==> src/rtl/coin_accumulator_pkg.sv <==
// Shared definitions for the coin accumulator: controller states,
// coin denominations and the default credit ceiling.
package vm_pkg;

  typedef enum logic [1:0] {
    ST_IDLE    = 2'd0,
    ST_COLLECT = 2'd1,
    ST_VEND    = 2'd2,
    ST_CHANGE  = 2'd3
  } state_t;

  localparam logic [3:0] COIN_1  = 4'd1;
  localparam logic [3:0] COIN_5  = 4'd5;
  localparam logic [3:0] COIN_10 = 4'd10;

  localparam int MAX_CREDIT_DEF = 99;

endpackage

==> src/rtl/coin_accumulator_if.sv <==
// Bus bundle between the vending front end and the coin accumulator.
// master: coin validator / selector / dispenser side (drives requests)
// slave : accumulator side (drives credit, verdicts and change)
interface coin_accumulator_if #(
  parameter int CW = 8
);
  logic          coin_strobe;
  logic          coin_valid;
  logic [3:0]    coin_value;
  logic [CW-1:0] item_price;
  logic          vend_req;
  logic          cancel_req;
  logic          change_ready;

  logic [CW-1:0] credit;
  logic          coin_accept;
  logic          coin_reject;
  logic          vend_ok;
  logic          vend_fail;
  logic          change_valid;
  logic [3:0]    change_value;
  logic          busy;

  modport master (
    output coin_strobe, coin_valid, coin_value, item_price,
           vend_req, cancel_req, change_ready,
    input  credit, coin_accept, coin_reject, vend_ok, vend_fail,
           change_valid, change_value, busy
  );

  modport slave (
    input  coin_strobe, coin_valid, coin_value, item_price,
           vend_req, cancel_req, change_ready,
    output credit, coin_accept, coin_reject, vend_ok, vend_fail,
           change_valid, change_value, busy
  );
endinterface

==> src/rtl/coin_accumulator_change_picker.sv <==
// Picks the largest coin denomination (10, 5, 1) not exceeding the credit.
// i_credit : credit to be paid out
// o_coin   : denomination to present, 0 when credit is 0
module change_picker
  import vm_pkg::*;
#(
  parameter int CW = 8
) (
  input  logic [CW-1:0] i_credit,
  output logic [3:0]    o_coin
);

  always_comb begin
    o_coin = 4'd0;
    if (i_credit >= CW'(COIN_10))     o_coin = COIN_10;
    else if (i_credit >= CW'(COIN_5)) o_coin = COIN_5;
    else if (i_credit >= CW'(COIN_1)) o_coin = COIN_1;
  end

endmodule

==> src/rtl/coin_accumulator.sv <==
// Coin accumulator: collects validated coins into a credit, vends against
// an item price and pays out change one coin at a time.
// clk, rst_n : system clock, asynchronous active-low reset
// bus        : coin / vend / cancel requests in; credit, verdict pulses
//              and change handshake out (all outputs registered)
//
// state      | meaning
// -----------+--------------------------------------------------
// ST_IDLE    | no credit held, waiting for a coin
// ST_COLLECT | credit held, accepting coins, vend or cancel
// ST_VEND    | one cycle: price deducted, vend_ok issued on exit
// ST_CHANGE  | presenting change coins until credit reaches 0
module coin_accumulator
  import vm_pkg::*;
#(
  parameter int MAX_CREDIT = MAX_CREDIT_DEF,
  parameter int CW         = 8
) (
  input  logic clk,
  input  logic rst_n,
  coin_accumulator_if.slave bus
);

  state_t        r_state;
  logic [CW-1:0] r_credit;
  logic [CW-1:0] r_price;
  logic          r_coin_accept;
  logic          r_coin_reject;
  logic          r_vend_ok;
  logic          r_vend_fail;
  logic          r_change_valid;
  logic [3:0]    r_change_value;
  logic          r_busy;

  logic [CW:0]   w_sum;
  logic          w_coin_fits;
  logic          w_can_vend;
  logic [CW-1:0] w_after_vend;
  logic [CW-1:0] w_after_change;
  logic [CW-1:0] w_pick_src;
  logic [3:0]    w_pick;

  // One bit wider than the credit so an oversize sum is rejected, not wrapped.
  assign w_sum          = {1'b0, r_credit} + (CW+1)'(bus.coin_value);
  assign w_coin_fits    = (w_sum <= (CW+1)'(MAX_CREDIT));
  assign w_can_vend     = (r_state == ST_COLLECT) && (bus.item_price != '0) &&
                          (r_credit >= bus.item_price);
  assign w_after_vend   = r_credit - r_price;
  assign w_after_change = r_credit - CW'(r_change_value);

  // The picker looks at the credit as it will be after this edge, so the
  // registered change_value always matches the registered credit.
  always_comb begin
    w_pick_src = r_credit;
    case (r_state)
      ST_VEND:   w_pick_src = w_after_vend;
      ST_CHANGE: w_pick_src = w_after_change;
      default:   w_pick_src = r_credit;
    endcase
  end

  change_picker #(.CW(CW)) u_picker (
    .i_credit (w_pick_src),
    .o_coin   (w_pick)
  );

  always_ff @(posedge clk or negedge rst_n) begin
    if (!rst_n) begin
      r_state        <= ST_IDLE;
      r_credit       <= '0;
      r_price        <= '0;
      r_coin_accept  <= 1'b0;
      r_coin_reject  <= 1'b0;
      r_vend_ok      <= 1'b0;
      r_vend_fail    <= 1'b0;
      r_change_valid <= 1'b0;
      r_change_value <= 4'd0;
      r_busy         <= 1'b0;
    end else begin
      r_coin_accept <= 1'b0;
      r_coin_reject <= 1'b0;
      r_vend_ok     <= 1'b0;
      r_vend_fail   <= 1'b0;

      case (r_state)
        ST_IDLE, ST_COLLECT: begin
          // A cancel with nothing to refund is simply not seen.
          if (bus.cancel_req && (r_state == ST_COLLECT)) begin
            r_coin_reject <= bus.coin_strobe;
            if (r_credit != '0) begin
              r_state        <= ST_CHANGE;
              r_busy         <= 1'b1;
              r_change_valid <= 1'b1;
              r_change_value <= w_pick;
            end else begin
              r_state <= ST_IDLE;
            end
          end else if (bus.vend_req) begin
            r_coin_reject <= bus.coin_strobe;
            if (w_can_vend) begin
              r_state <= ST_VEND;
              r_price <= bus.item_price;
              r_busy  <= 1'b1;
            end else begin
              r_vend_fail <= 1'b1;
            end
          end else if (bus.coin_strobe) begin
            if (bus.coin_valid && w_coin_fits) begin
              r_credit      <= w_sum[CW-1:0];
              r_coin_accept <= 1'b1;
              r_state       <= ST_COLLECT;
            end else begin
              r_coin_reject <= 1'b1;
            end
          end
        end

        ST_VEND: begin
          r_coin_reject <= bus.coin_strobe;
          r_vend_ok     <= 1'b1;
          r_credit      <= w_after_vend;
          if (w_after_vend != '0) begin
            r_state        <= ST_CHANGE;
            r_change_valid <= 1'b1;
            r_change_value <= w_pick;
          end else begin
            r_state <= ST_IDLE;
            r_busy  <= 1'b0;
          end
        end

        ST_CHANGE: begin
          r_coin_reject <= bus.coin_strobe;
          if (bus.change_ready) begin
            r_credit <= w_after_change;
            if (w_after_change == '0) begin
              r_state        <= ST_IDLE;
              r_busy         <= 1'b0;
              r_change_valid <= 1'b0;
              r_change_value <= 4'd0;
            end else begin
              r_change_value <= w_pick;
            end
          end
        end

        default: r_state <= ST_IDLE;
      endcase
    end
  end

  assign bus.credit       = r_credit;
  assign bus.coin_accept  = r_coin_accept;
  assign bus.coin_reject  = r_coin_reject;
  assign bus.vend_ok      = r_vend_ok;
  assign bus.vend_fail    = r_vend_fail;
  assign bus.change_valid = r_change_valid;
  assign bus.change_value = r_change_value;
  assign bus.busy         = r_busy;

endmodule

==> src/flat_wrapper.sv <==
// flat-port wrapper written by rule: the top's interface ports become plain ports
module coin_accumulator_flat import vm_pkg::*;
#(
  parameter int MAX_CREDIT = MAX_CREDIT_DEF,
  parameter int CW         = 8
)
  (clk, rst_n, bus_coin_strobe, bus_coin_valid, bus_coin_value, bus_item_price, bus_vend_req, bus_cancel_req, bus_change_ready, bus_credit, bus_coin_accept, bus_coin_reject, bus_vend_ok, bus_vend_fail, bus_change_valid, bus_change_value, bus_busy);
  coin_accumulator_if #(.CW(CW)) bus_i ();
  input  logic clk;
  input  logic rst_n;
  input wire logic [$bits(bus_i.coin_strobe)-1:0] bus_coin_strobe;
  input wire logic [$bits(bus_i.coin_valid)-1:0] bus_coin_valid;
  input wire logic [$bits(bus_i.coin_value)-1:0] bus_coin_value;
  input wire logic [$bits(bus_i.item_price)-1:0] bus_item_price;
  input wire logic [$bits(bus_i.vend_req)-1:0] bus_vend_req;
  input wire logic [$bits(bus_i.cancel_req)-1:0] bus_cancel_req;
  input wire logic [$bits(bus_i.change_ready)-1:0] bus_change_ready;
  output wire logic [$bits(bus_i.credit)-1:0] bus_credit;
  output wire logic [$bits(bus_i.coin_accept)-1:0] bus_coin_accept;
  output wire logic [$bits(bus_i.coin_reject)-1:0] bus_coin_reject;
  output wire logic [$bits(bus_i.vend_ok)-1:0] bus_vend_ok;
  output wire logic [$bits(bus_i.vend_fail)-1:0] bus_vend_fail;
  output wire logic [$bits(bus_i.change_valid)-1:0] bus_change_valid;
  output wire logic [$bits(bus_i.change_value)-1:0] bus_change_value;
  output wire logic [$bits(bus_i.busy)-1:0] bus_busy;
  assign bus_i.coin_strobe = bus_coin_strobe;
  assign bus_i.coin_valid = bus_coin_valid;
  assign bus_i.coin_value = bus_coin_value;
  assign bus_i.item_price = bus_item_price;
  assign bus_i.vend_req = bus_vend_req;
  assign bus_i.cancel_req = bus_cancel_req;
  assign bus_i.change_ready = bus_change_ready;
  assign bus_credit = bus_i.credit;
  assign bus_coin_accept = bus_i.coin_accept;
  assign bus_coin_reject = bus_i.coin_reject;
  assign bus_vend_ok = bus_i.vend_ok;
  assign bus_vend_fail = bus_i.vend_fail;
  assign bus_change_valid = bus_i.change_valid;
  assign bus_change_value = bus_i.change_value;
  assign bus_busy = bus_i.busy;
  coin_accumulator #(.MAX_CREDIT(MAX_CREDIT), .CW(CW)) u_core (.clk(clk), .rst_n(rst_n), .bus(bus_i));
endmodule
==> config.mk <==
export PLATFORM = sky130hd
export DESIGN_NAME = coin_accumulator_flat
export DESIGN_NICKNAME = d
export VERILOG_FILES = /design/src/rtl/coin_accumulator_pkg.sv /design/src/rtl/coin_accumulator_if.sv /design/src/rtl/coin_accumulator_change_picker.sv /design/src/rtl/coin_accumulator.sv /design/src/flat_wrapper.sv
export SDC_FILE = /design/constraint.sdc
export NUM_CORES = 1
export LEC_CHECK = 0
export CORE_UTILIZATION = 45
export CTS_CLUSTER_DIAMETER = 120
export DETAILED_ROUTE_END_ITERATION = 10
export PLACE_DENSITY_LB_ADDON = 0.1
export SYNTH_ARGS = -nofsm -noshare
export SYNTH_HDL_FRONTEND = slang
export SYNTH_SLANG_ARGS = --single-unit
==> constraint.sdc <==
create_clock -name clk -period 3.6 [get_ports clk]
set_input_delay 0.36 -clock clk [delete_from_list [all_inputs] [get_ports clk]]
set_output_delay 0.36 -clock clk [all_outputs]
set_load 0.03 [all_outputs]
Yosys cells after proc, flatten, opt, wreduce, memory -nomap -nowiden
Index checks and enable logic that the tools add are counted.
{"block": "totals", "inputBits": 19, "reg_bits": 28, "out_inout_bits": 18, "wordCells": 107}
{"block": "classes", "add_sub_neg": 3, "n_reduce_logical": 17, "mux": 52, "n_eq_ne": 19, "magnitude_cmp": 5, "bitwise_logic": 1}
{"operator": "8-bit 2-to-1 mux", "count": 5}
{"operator": "1-bit 2-to-1 mux", "count": 24}
{"operator": "4-bit 2-to-1 mux", "count": 6}
{"operator": "8-bit one-hot mux with 3 select lines", "count": 1}
{"operator": "8-bit nonzero test", "count": 3}
{"operator": "2-bit 2-to-1 mux", "count": 9}
{"operator": "8-bit one-hot mux with 2 select lines", "count": 1}
{"operator": "5-bit AND reduction", "count": 3}
{"operator": "4-bit one-hot mux with 3 select lines", "count": 1}
{"operator": "2-bit by 1-bit != test with 1-bit output, second input constant", "count": 5}
{"operator": "2-bit != test, second input constant", "count": 5}
{"operator": "8-bit by 4-bit adder with 9-bit output", "count": 1}
{"operator": "9-bit by 7-bit <= comparator with 1-bit output, second input constant", "count": 1}
{"operator": "8-bit by 1-bit >= comparator with 1-bit output, second input constant", "count": 1}
{"operator": "8-bit by 3-bit >= comparator with 1-bit output, second input constant", "count": 1}
{"operator": "8-bit by 4-bit >= comparator with 1-bit output, second input constant", "count": 1}
{"operator": "8-bit >= comparator", "count": 1}
{"operator": "8-bit zero test", "count": 1}
{"operator": "4-bit by 2-bit != test with 1-bit output, second input constant", "count": 2}
{"operator": "4-bit AND reduction", "count": 2}
{"operator": "8-bit by 4-bit subtractor with 8-bit output", "count": 1}
{"operator": "8-bit subtractor", "count": 1}
{"operator": "1-bit one-hot mux with 3 select lines", "count": 2}
{"operator": "2-bit one-hot mux with 3 select lines", "count": 1}
{"operator": "13 further kinds", "count": 18}

Logic depth before layout (Yosys ltp)
{"block": "logic_depth", "depth_word": 9, "mapped_depth": 11, "ltp_nobuf": 11}

Cells and area by module
From an unflattened synthesis, not the netlist that was laid out.
{"block": "unflattened", "cells_unflattened": 337, "hier_area_um2": 2757.6}
{"mod": "coin_accumulator", "instances": 1, "seq_area_each_um2": 700.7, "cells_each": 327, "area_per_inst_um2": 2681.3}
{"mod": "change_picker", "instances": 1, "seq_area_each_um2": 0.0, "cells_each": 10, "area_per_inst_um2": 76.3}

Worst setup path before layout
Ideal clock, no wire load.
{"block": "synth_path", "path_kind": "register to register", "startpoint": "reg u_core.r_credit[0], in the netlist u_core.bus.credit[0]", "endpoint": "reg u_core.r_state[0]", "setup_time_ns": 0.124, "arrival_ns": 2.755, "path_stages_with_launch": 12, "required_time_ns": 3.476, "synth_period_minus_slack_ns": 2.879, "path_slack_ns": 0.721, "path_cell_list": "dfrtp_1 inv_1 ha_1 inv_1 fa_1 nand2b_1 a21oi_1 o211ai_1 nor4b_2 a31oi_1 o32a_1 a211o_1"}
{"block": "synth_via", "elab_chain_len": 5}
{"item": "start, declared", "line_no": "coin_accumulator.sv:25", "rtl": "logic [CW-1:0] r_credit;"}
{"item": "start signal, assigned", "line_no": "coin_accumulator.sv:109", "rtl": "r_credit <= w_sum[CW-1:0];"}
{"item": "start signal, assigned", "line_no": "coin_accumulator.sv:121", "rtl": "r_credit <= w_after_vend;"}
{"item": "start signal, assigned", "line_no": "coin_accumulator.sv:135", "rtl": "r_credit <= w_after_change;"}
{"item": "8-bit by 4-bit adder with 9-bit output", "line_no": "coin_accumulator.sv:44", "rtl": "assign w_sum = {1'b0, r_credit} + (CW+1)'(bus.coin_value);"}
{"item": "9-bit by 7-bit <= comparator with 1-bit output", "line_no": "coin_accumulator.sv:45", "rtl": "assign w_coin_fits = (w_sum <= (CW+1)'(MAX_CREDIT));"}
{"item": "1-bit logical AND", "line_no": "coin_accumulator.sv:108", "rtl": "if (bus.coin_valid && w_coin_fits) begin"}
{"item": "4-bit by 2-bit != test with 1-bit output (no line)"}
{"item": "5-bit AND reduction (no line)"}
{"item": "end signal, assigned", "line_no": "coin_accumulator.sv:111", "rtl": "r_state <= ST_COLLECT;"}
{"item": "end signal, assigned", "line_no": "coin_accumulator.sv:123", "rtl": "r_state <= ST_CHANGE;"}
{"item": "end signal, assigned", "line_no": "coin_accumulator.sv:127", "rtl": "r_state <= ST_IDLE;"}
{"item": "end, declared", "line_no": "coin_accumulator.sv:24", "rtl": "state_t r_state;"}
Several ways; a longest one is shown, not always the timed one.
A chain may end at the register's enable or synchronous reset.

Worst setup path after layout
{"block": "layout_path", "startpoint": "reg u_core.r_credit[0], in the netlist u_core.bus.credit[0]", "endpoint": "reg u_core.r_change_value[0], in the netlist u_core.bus.change_value[0]"}
{"block": "layout_via", "elab_chain_len": 9}
{"item": "8-bit by 4-bit subtractor with 8-bit output or 8-bit subtractor (tied branches)", "line_no": "coin_accumulator.sv:49, coin_accumulator.sv:48"}
{"item": "8-bit one-hot mux with 2 select lines", "line_no": "coin_accumulator.sv:55", "rtl": "case (r_state)"}
{"item": "8-bit by 1-bit >= comparator with 1-bit output", "line_no": "coin_accumulator_change_picker.sv:17", "rtl": "else if (i_credit >= CW'(COIN_1)) o_coin = COIN_1;"}
{"item": "1-bit 2-to-1 mux", "line_no": "coin_accumulator_change_picker.sv:17"}
{"item": "3-bit 2-to-1 mux", "line_no": "coin_accumulator_change_picker.sv:16", "rtl": "else if (i_credit >= CW'(COIN_5)) o_coin = COIN_5;"}
{"item": "4-bit 2-to-1 mux", "line_no": "coin_accumulator_change_picker.sv:15", "rtl": "if (i_credit >= CW'(COIN_10)) o_coin = COIN_10;"}
{"item": "4-bit 2-to-1 mux (on tied branches)", "line_no": "coin_accumulator.sv:136, coin_accumulator.sv:90"}
{"item": "4-bit 2-to-1 mux (on tied branches)", "line_no": "coin_accumulator.sv:134, coin_accumulator.sv:88"}
{"item": "4-bit one-hot mux with 3 select lines", "line_no": "coin_accumulator.sv:85", "rtl": "case (r_state)"}
{"item": "end signal, assigned", "line_no": "coin_accumulator.sv:94", "rtl": "r_change_value <= w_pick;"}
{"item": "end signal, assigned", "line_no": "coin_accumulator.sv:125", "rtl": "r_change_value <= w_pick;"}
{"item": "end signal, assigned", "line_no": "coin_accumulator.sv:142", "rtl": "r_change_value <= w_pick;"}
{"item": "end, declared", "line_no": "coin_accumulator.sv:32", "rtl": "logic [3:0] r_change_value;"}
Several ways; a longest one is shown, not always the timed one. The select of a mux whose other input is x is not followed.

==> results.cfg <==
[worst_setup_path]
end_kind = flip-flop
worstPathMaxFanout = 6
crit_arrival_ps = 3320
required_ps = 3770
critPathLaunchType = flip-flop
critical_path_class = reg -> reg

[global_route]
first_global_vias = 2430
grt_pass1_wl_um = 12600
grt_max_degree = 27
antenna_found_initial = 0
grt_usage_pct = 25.7
grt_overflow = 0

[detailed_routing]
wl_um = 7790
wire_per_inst_um = 18.2
dr.first_iter.drc_count = 140
drtAntennaViolNets = 0
drt_pass1_iterations = 4
dr_total_vias = 2601
wl_met3_um = 395
top_layer = met4
wl_met1_um = 3570
drcViolationCount = 0
viasPerCell = 6.08
wl_met2_um = 3650

[logic_synthesis]
yosys.area.top_type_share_pct = 24.4
syn_avg_cell_area_sq_um = 8.60
ys.flop_type = dfrtp_1
ys_seq_area_share_pct = 24.4
synth.cell_area_sq_mm = 0.00277
post_synth_num_cell_types = 77
synth_nets = 369
synth_area_leaders = dfrtp_1 24%, ha_1 11%, mux2i_1 4.3%, inv_1 3.8%, nor2_1 3.8%
synth_edf_count = 0
netlist_instances = 322
synthArstFlopShare_pct = 100
synth-seq-cells = 27
synth_warnings = 0
yosys.area.top_type = dfrtp_1

[floorplanning]
core_sq_mm = 0.00592
die_area_sq_mm = 0.00647
num_io_pins = 37
start_util_pct = 46.8
row_count = 28
die_h_um = 80.4
fp.dieW_um = 80.4

[job]
max_cap_viol_count = 0

[sta]
max_clock_freq_mhz = 317
rsz0062_at_grt = false
slew_headroom_pct = 49.7
fin_skew_ps = 4.24
post-route-min-period_ps = 3150
finalCritPeriodShare_pct = 87.6
tightest_slew_ps = 754
setup_tns_ps = 0
setup_viol = 0
drv_slew = 0
hold_violations = 0

[clock_tree]
cts_resized = 0
clockBufferDepth = 2
cts_buffers = 3
ctsHoldBuffers = 0
cts_tree = built
clk_latency_ps = 290
path_clk_slew_ps = 110
cts-root-buf = clkbuf_8
htree_levels = 1
cts_setup_buffers = 0
cts.sinks = 27

[run_status]
status = finished, final reports clean

[cells_and_area]
layout-drive-gt1-share_pct = 8.78
final_nets = 401
areaGrowthSynthToFinish_pct = 17.3
diodes = 0
final_cells = 428

[place]
io_buffers = 36
gp_congestion = 0.920
dp.final_hpwl_um = 5910
dpl.cell_count = 424

[pwr]
power_mw = 3.53
p_per_area_mw_per_mm2 = 1090
ir_drop_v = 0.000435
p_leak_nw = 1.45

[worst_hold_path]
hold_class = in -> async
-- logic make-up after synthesis --
kind of cell / share of synthesized area [%]
simple gates: 19.0
compound gates: 26.2
buf+inv: 6.73
fa+ha+maj: 13.5
flops: 24.4
mux: 6.78
xor+xnor: 3.48
-- through the flow --
stage	hold slack, ps	util (%)	instance area, sq um	setup slack [ps]
global placement	512	54.0	3200	483
global route	394	54.8	3250	213
CTS	381	54.8	3250	521
finish	368	54.8	3250	445
floorplan	64.4	-	2770	721
detailed placement	509	54.0	3200	428
-- final timing paths --
path                                                startpoint                                     end  slack [ps]  cells past startpoint
setup / recovery              u_core.bus.credit[0]$_DFFE_PN0P_  u_core.bus.change_value[0]$_DFFE_PN0P_         450                     11
hold / removal                                           rst_n           u_core.r_price[2]$_DFFE_PN0P_         370                      1
setup reg to reg              u_core.bus.credit[0]$_DFFE_PN0P_  u_core.bus.change_value[0]$_DFFE_PN0P_         450                     11
hold reg to reg            u_core.bus.change_valid$_DFFE_PN0P_     u_core.bus.change_valid$_DFFE_PN0P_         520                      2
max in group asynchronous                                rst_n          u_core.bus.vend_fail$_DFF_PN0_        2570                      2
min in group clk           u_core.bus.change_valid$_DFFE_PN0P_     u_core.bus.change_valid$_DFFE_PN0P_         520                      2
-- layout make-up --
class	instances	area, sq um
timing repair buffer	43	413
multi-input combinational	250	1910
clock buffer	3	41.3
fill	557	2670
clock inverter	1	7.51
tap	75	93.8
inverter	29	109
sequential	27	676
-- placed cells by master, fill, tap and decap left out, drive strengths merged, types with 3 or more instances in the layout --
cell type      count
a2111oi            3
a211o              3
a211oi             9
a21o               6
a21oi             17
a22oi              4
a31oi              3
and2               6
and3               3
buf                7
clkbuf             3
clkdlybuf4s50     36
dfrtp             27
fa                 3
ha                25
inv               29
mux2               6
mux2i             12
nand2             13
nand2b             5
nand3              5
nand4              3
nor2              29
nor2b              6
nor3               6
nor4               5
nor4b              4
o211ai             4
o21ai             14
or2                5
or3                3
xnor2              8
xor2               3
-- power by group --
group | leakage [nW] | switching, mW | total, mW | internal [mW]
logic | 1.11 | 1.56 | 2.68 | 1.13
clock network | 0.0217 | 0.121 | 0.201 | 0.0793
registers | 0.318 | 0.213 | 0.644 | 0.431
total | 1.45 | 1.89 | 3.53 | 1.64
-- Yosys cell counts (4+ instances only) --
| library cell | instances |
|---|---|
| nor2b_1 | 6 |
| mux2i_1 | 12 |
| a21o_1 | 6 |
| a22oi_1 | 4 |
| clkbuf_1 | 8 |
| nand2b_1 | 5 |
| o21ai_1 | 5 |
| nor3_1 | 6 |
| nand2_1 | 13 |
| nand3_1 | 5 |
| mux2_2 | 6 |
| o211ai_1 | 4 |
| nor2_1 | 28 |
| a211oi_1 | 7 |
| nor4_1 | 5 |
| o21ai_0 | 8 |
| buf_2 | 5 |
| a21oi_1 | 16 |
| inv_1 | 28 |
| xnor2_1 | 8 |
| dfrtp_1 | 27 |
| and2_1 | 5 |
| ha_1 | 25 |
-- routing by layer --
metal | global-route usage (%) | up-vias
met2 | 41.2 | 95
li1 | - | 1252
met1 | 35.5 | 1238
met5 | 0 | -
met4 | 9.29 | 0
met3 | 2.84 | 16
-- sequential cells by signal, summed over array words and instances, names as in the netlist --
signal	cells
u_core.r_state	2
u_core.bus.coin_reject	1
u_core.bus.change_valid	1
u_core.bus.vend_fail	1
u_core.r_price	8
u_core.bus.vend_ok	1
u_core.bus.credit	8
u_core.bus.busy	1
u_core.bus.coin_accept	1
u_core.bus.change_value	3
-- worst max-delay path, cell delays in order (launching register included) --
cell,delay (ps)
dfrtp_1,440
inv_1,230
ha_1,190
inv_1,50
fa_1,420
a211oi_2,290
nor2_1,100
xor2_1,170
nor4b_2,270
a31oi_1,170
o311ai_1,540
o31ai_1,150
(Power assumes the default switching activity.)
==> RTL edit, RTL diff (same settings) <==
`CW` is set to 8 in 4 places; all go to 16.
--- a/src/rtl/coin_accumulator_if.sv
+++ b/src/rtl/coin_accumulator_if.sv
@@ -4,3 +4,3 @@
 interface coin_accumulator_if #(
-  parameter int CW = 8
+  parameter int CW = 16
 );
--- a/src/rtl/coin_accumulator_change_picker.sv
+++ b/src/rtl/coin_accumulator_change_picker.sv
@@ -6,3 +6,3 @@
 #(
-  parameter int CW = 8
+  parameter int CW = 16
 ) (
--- a/src/rtl/coin_accumulator.sv
+++ b/src/rtl/coin_accumulator.sv
@@ -16,3 +16,3 @@
   parameter int MAX_CREDIT = MAX_CREDIT_DEF,
-  parameter int CW         = 8
+  parameter int CW         = 16
 ) (
--- a/src/flat_wrapper.sv
+++ b/src/flat_wrapper.sv
@@ -4,3 +4,3 @@
   parameter int MAX_CREDIT = MAX_CREDIT_DEF,
-  parameter int CW         = 8
+  parameter int CW         = 16
 )
Ports: changed (resized bus_credit and bus_item_price); port bits go from 37 to 53. No check against the original RTL was run, so the function may have changed too.
==> RTL edit against the original RTL <==
  * The run now ends with negative setup slack left
  * Power rose by 97%
  * Area after synthesis up 71%
  * Sequential share of layout area down 3.3 points
  * Sequential cell count grew 16
  * Wire length is 110% higher
  * Highest routed layer unchanged
  * Clock skew grew 0.012 ns
  * Utilization is 5.1 points higher
  * Design area grew 90%
  * Worst setup slack got worse by 0.45 ns
==> RTL edit: results (changes against the original RTL) <==
Run status
  – Status: finished, violations left
  – Violated checks: negative setup slack

Logic synthesis
  – Syn. warnings: 0 (unchanged)
  – Most frequent cells after synthesis: 55 x a21oi_1, 53 x nand2_1, 49 x o21ai_0, 46 x inv_1, 43 x dfrtp_1
  – Dominant cells by area after synthesis: dfrtp_1 23%, ha_1 10%, a21oi_1 5.8%
  – Synth Area in Adders: 0.1157 (-0.01894)
  – Synth cell types: 67 (-13%)
  – Mux share of post-synthesis cell area: 0.02431 (-0.04347)
  – Syn Inst Count: 606 (+88%)
  – Synth Area in Compound Gates: 0.2824 (+0.02079)
  – Seq/Total Area, Yosys: 0.2272 (-0.01680)
  – Syn Nets: 675 (+83%)

Critical path
  – Max stage delay cell, worst path: or4b_4
  – CP max FO: 4 (-2)
  – CP Data Arrival Time: 3.80 ns (+0.48 ns)
  – Crit-path max cell delay: 0.60 ns (+0.06 ns)

Route
  – Wire length on met1: 7356 um (+110%)
  – Initial DRC count: 342 (+140%)
  – Total Wirelength: 16400 um (+110%)
  – Vias: 5073 (+95%)
  – Met3 WL: 817 um (+110%)
  – DR pass1 iterations: 5 (+1)

Final layout
  – Layout Nets: 790 (+97%)
  – Share of cells above drive strength 1: 0.2008 (+0.1130)

Place
  – RePlAce Congestion: 0.9427 (+2.5%)
  – Port buffer count: 52 (+44%)
  – Final HPWL DP: 13170 um (+120%)
  – # placed instances: 845 (+99%)
  – Placement Cell Area: 5881 um2 (+84%)

Global route
  – Global Route Usage Sum: 0.3062 (+0.04875)
  – Largest net degree at the start of global routing: 31 (+15%)
  – Vias in the first global route: 4971 (+100%)
  – First-pass GRT wire length: 26110 um (+110%)

Floorplanning
  – Die Width: 104.6 um (+30%)

Pwr
  – Worst vdd ir: 505.5 uV (+16%)
  – Switching power: 3.533 mW (+87%)
  – Leakage: 2.721 nW (+88%)

Clock network
  – Inserted Clock Buffers: 5 (+2)
  – Clock Latency Late Sink: 0.31 ns (+0.02 ns)
  – CTS H-Tree Depth: 2 (+1)

Timing
  – Final setup viols: 1 (+1)
  – Min Hold Slack: 0.5362 ns (+0.1686 ns)
  – Setup TNS Final: -0.004531 ns (-0.004531 ns)
  – Setup slack after layout: -0.004531 ns (-0.4497 ns)
  – Worst-Margin Slew: 0.6375 ns (-0.1169 ns)
-- RTL edit: cell families (layout without fill, tap and decap cells) --
logic type	after synthesis	in the layout
AOI/OAI and AO/OA	202	202
muxes	11	11
adders and majority gates	42	42
and+or+nand+nor	200	200
xor gates and xnor gates	26	26
DFF	43	43
buffers and inverters	82	198
-- RTL edit: final cells by class --
type / count / area, um2 / area share
Sequential cell: 43 / 1079 / 0.1752
Timing Repair Buffer: 144 / 1221 / 0.1984
Clock inverter: 2 / 35.03 / 0.005691
Clock buffer: 6 / 82.58 / 0.01341
Inverter: 46 / 175.2 / 0.02846
Multi-Input combinational cell: 481 / 3393 / 0.5512
Tap cell: 136 / 170.2 / 0.02764
-- RTL edit: worst paths after layout --
check / depth (start not counted) / endpoint / startpoint
min in group clk: 2 / u_core.bus.change_valid / u_core.bus.change_valid
max in group asynchronous: 3 / u_core.bus.coin_accept / rst_n
max reg2reg: 12 / u_core.r_state[0] / u_core.bus.credit[0]
min: 2 / u_core.r_price[2] / rst_n
max: 12 / u_core.r_state[0] / u_core.bus.credit[0]
min reg2reg: 2 / u_core.bus.change_valid / u_core.bus.change_valid
-- RTL edit: routing by layer --
metal / vias up / global-route usage
li1: 2461 / -
met2: 156 / 0.5194
met1: 2430 / 0.4124
met3: 26 / 0.02932
met4: 0 / 0.09054
met5: - / 0
-- RTL edit: what timing repair did --
action,in CTS,in global routing
pin swaps,5,11
resized for setup,9,20
buffers inserted,1,3
endpoints found under the hold margin,3,0
hold buffers,1,0
endpoints found under the setup margin,7,22
-- RTL edit: worst max-delay path, delay by kind of cell, from the launching register on --
family,cells,cell delay [ns]
flip-flops,1,0.43
AND/OR/NAND/NOR,6,2.00
adder cells (fa/ha/maj),2,0.36
AO/OA/AOI/OAI,3,0.64
buffers and inverters,1,0.08
-- RTL edit: power groups by stage --
stage / sequential, mW / clock [mW] / combinational [mW]
finish: 0.854 / 0.409 / 5.68
global route: 0.885 / 0.442 / 6.17
CTS: 0.852 / 0.420 / 5.46
detailed placement: 0.856 / 0 / 5.36
global placement: 0.858 / 0 / 5.30
floorplan: 1.04 / 0 / 3.22
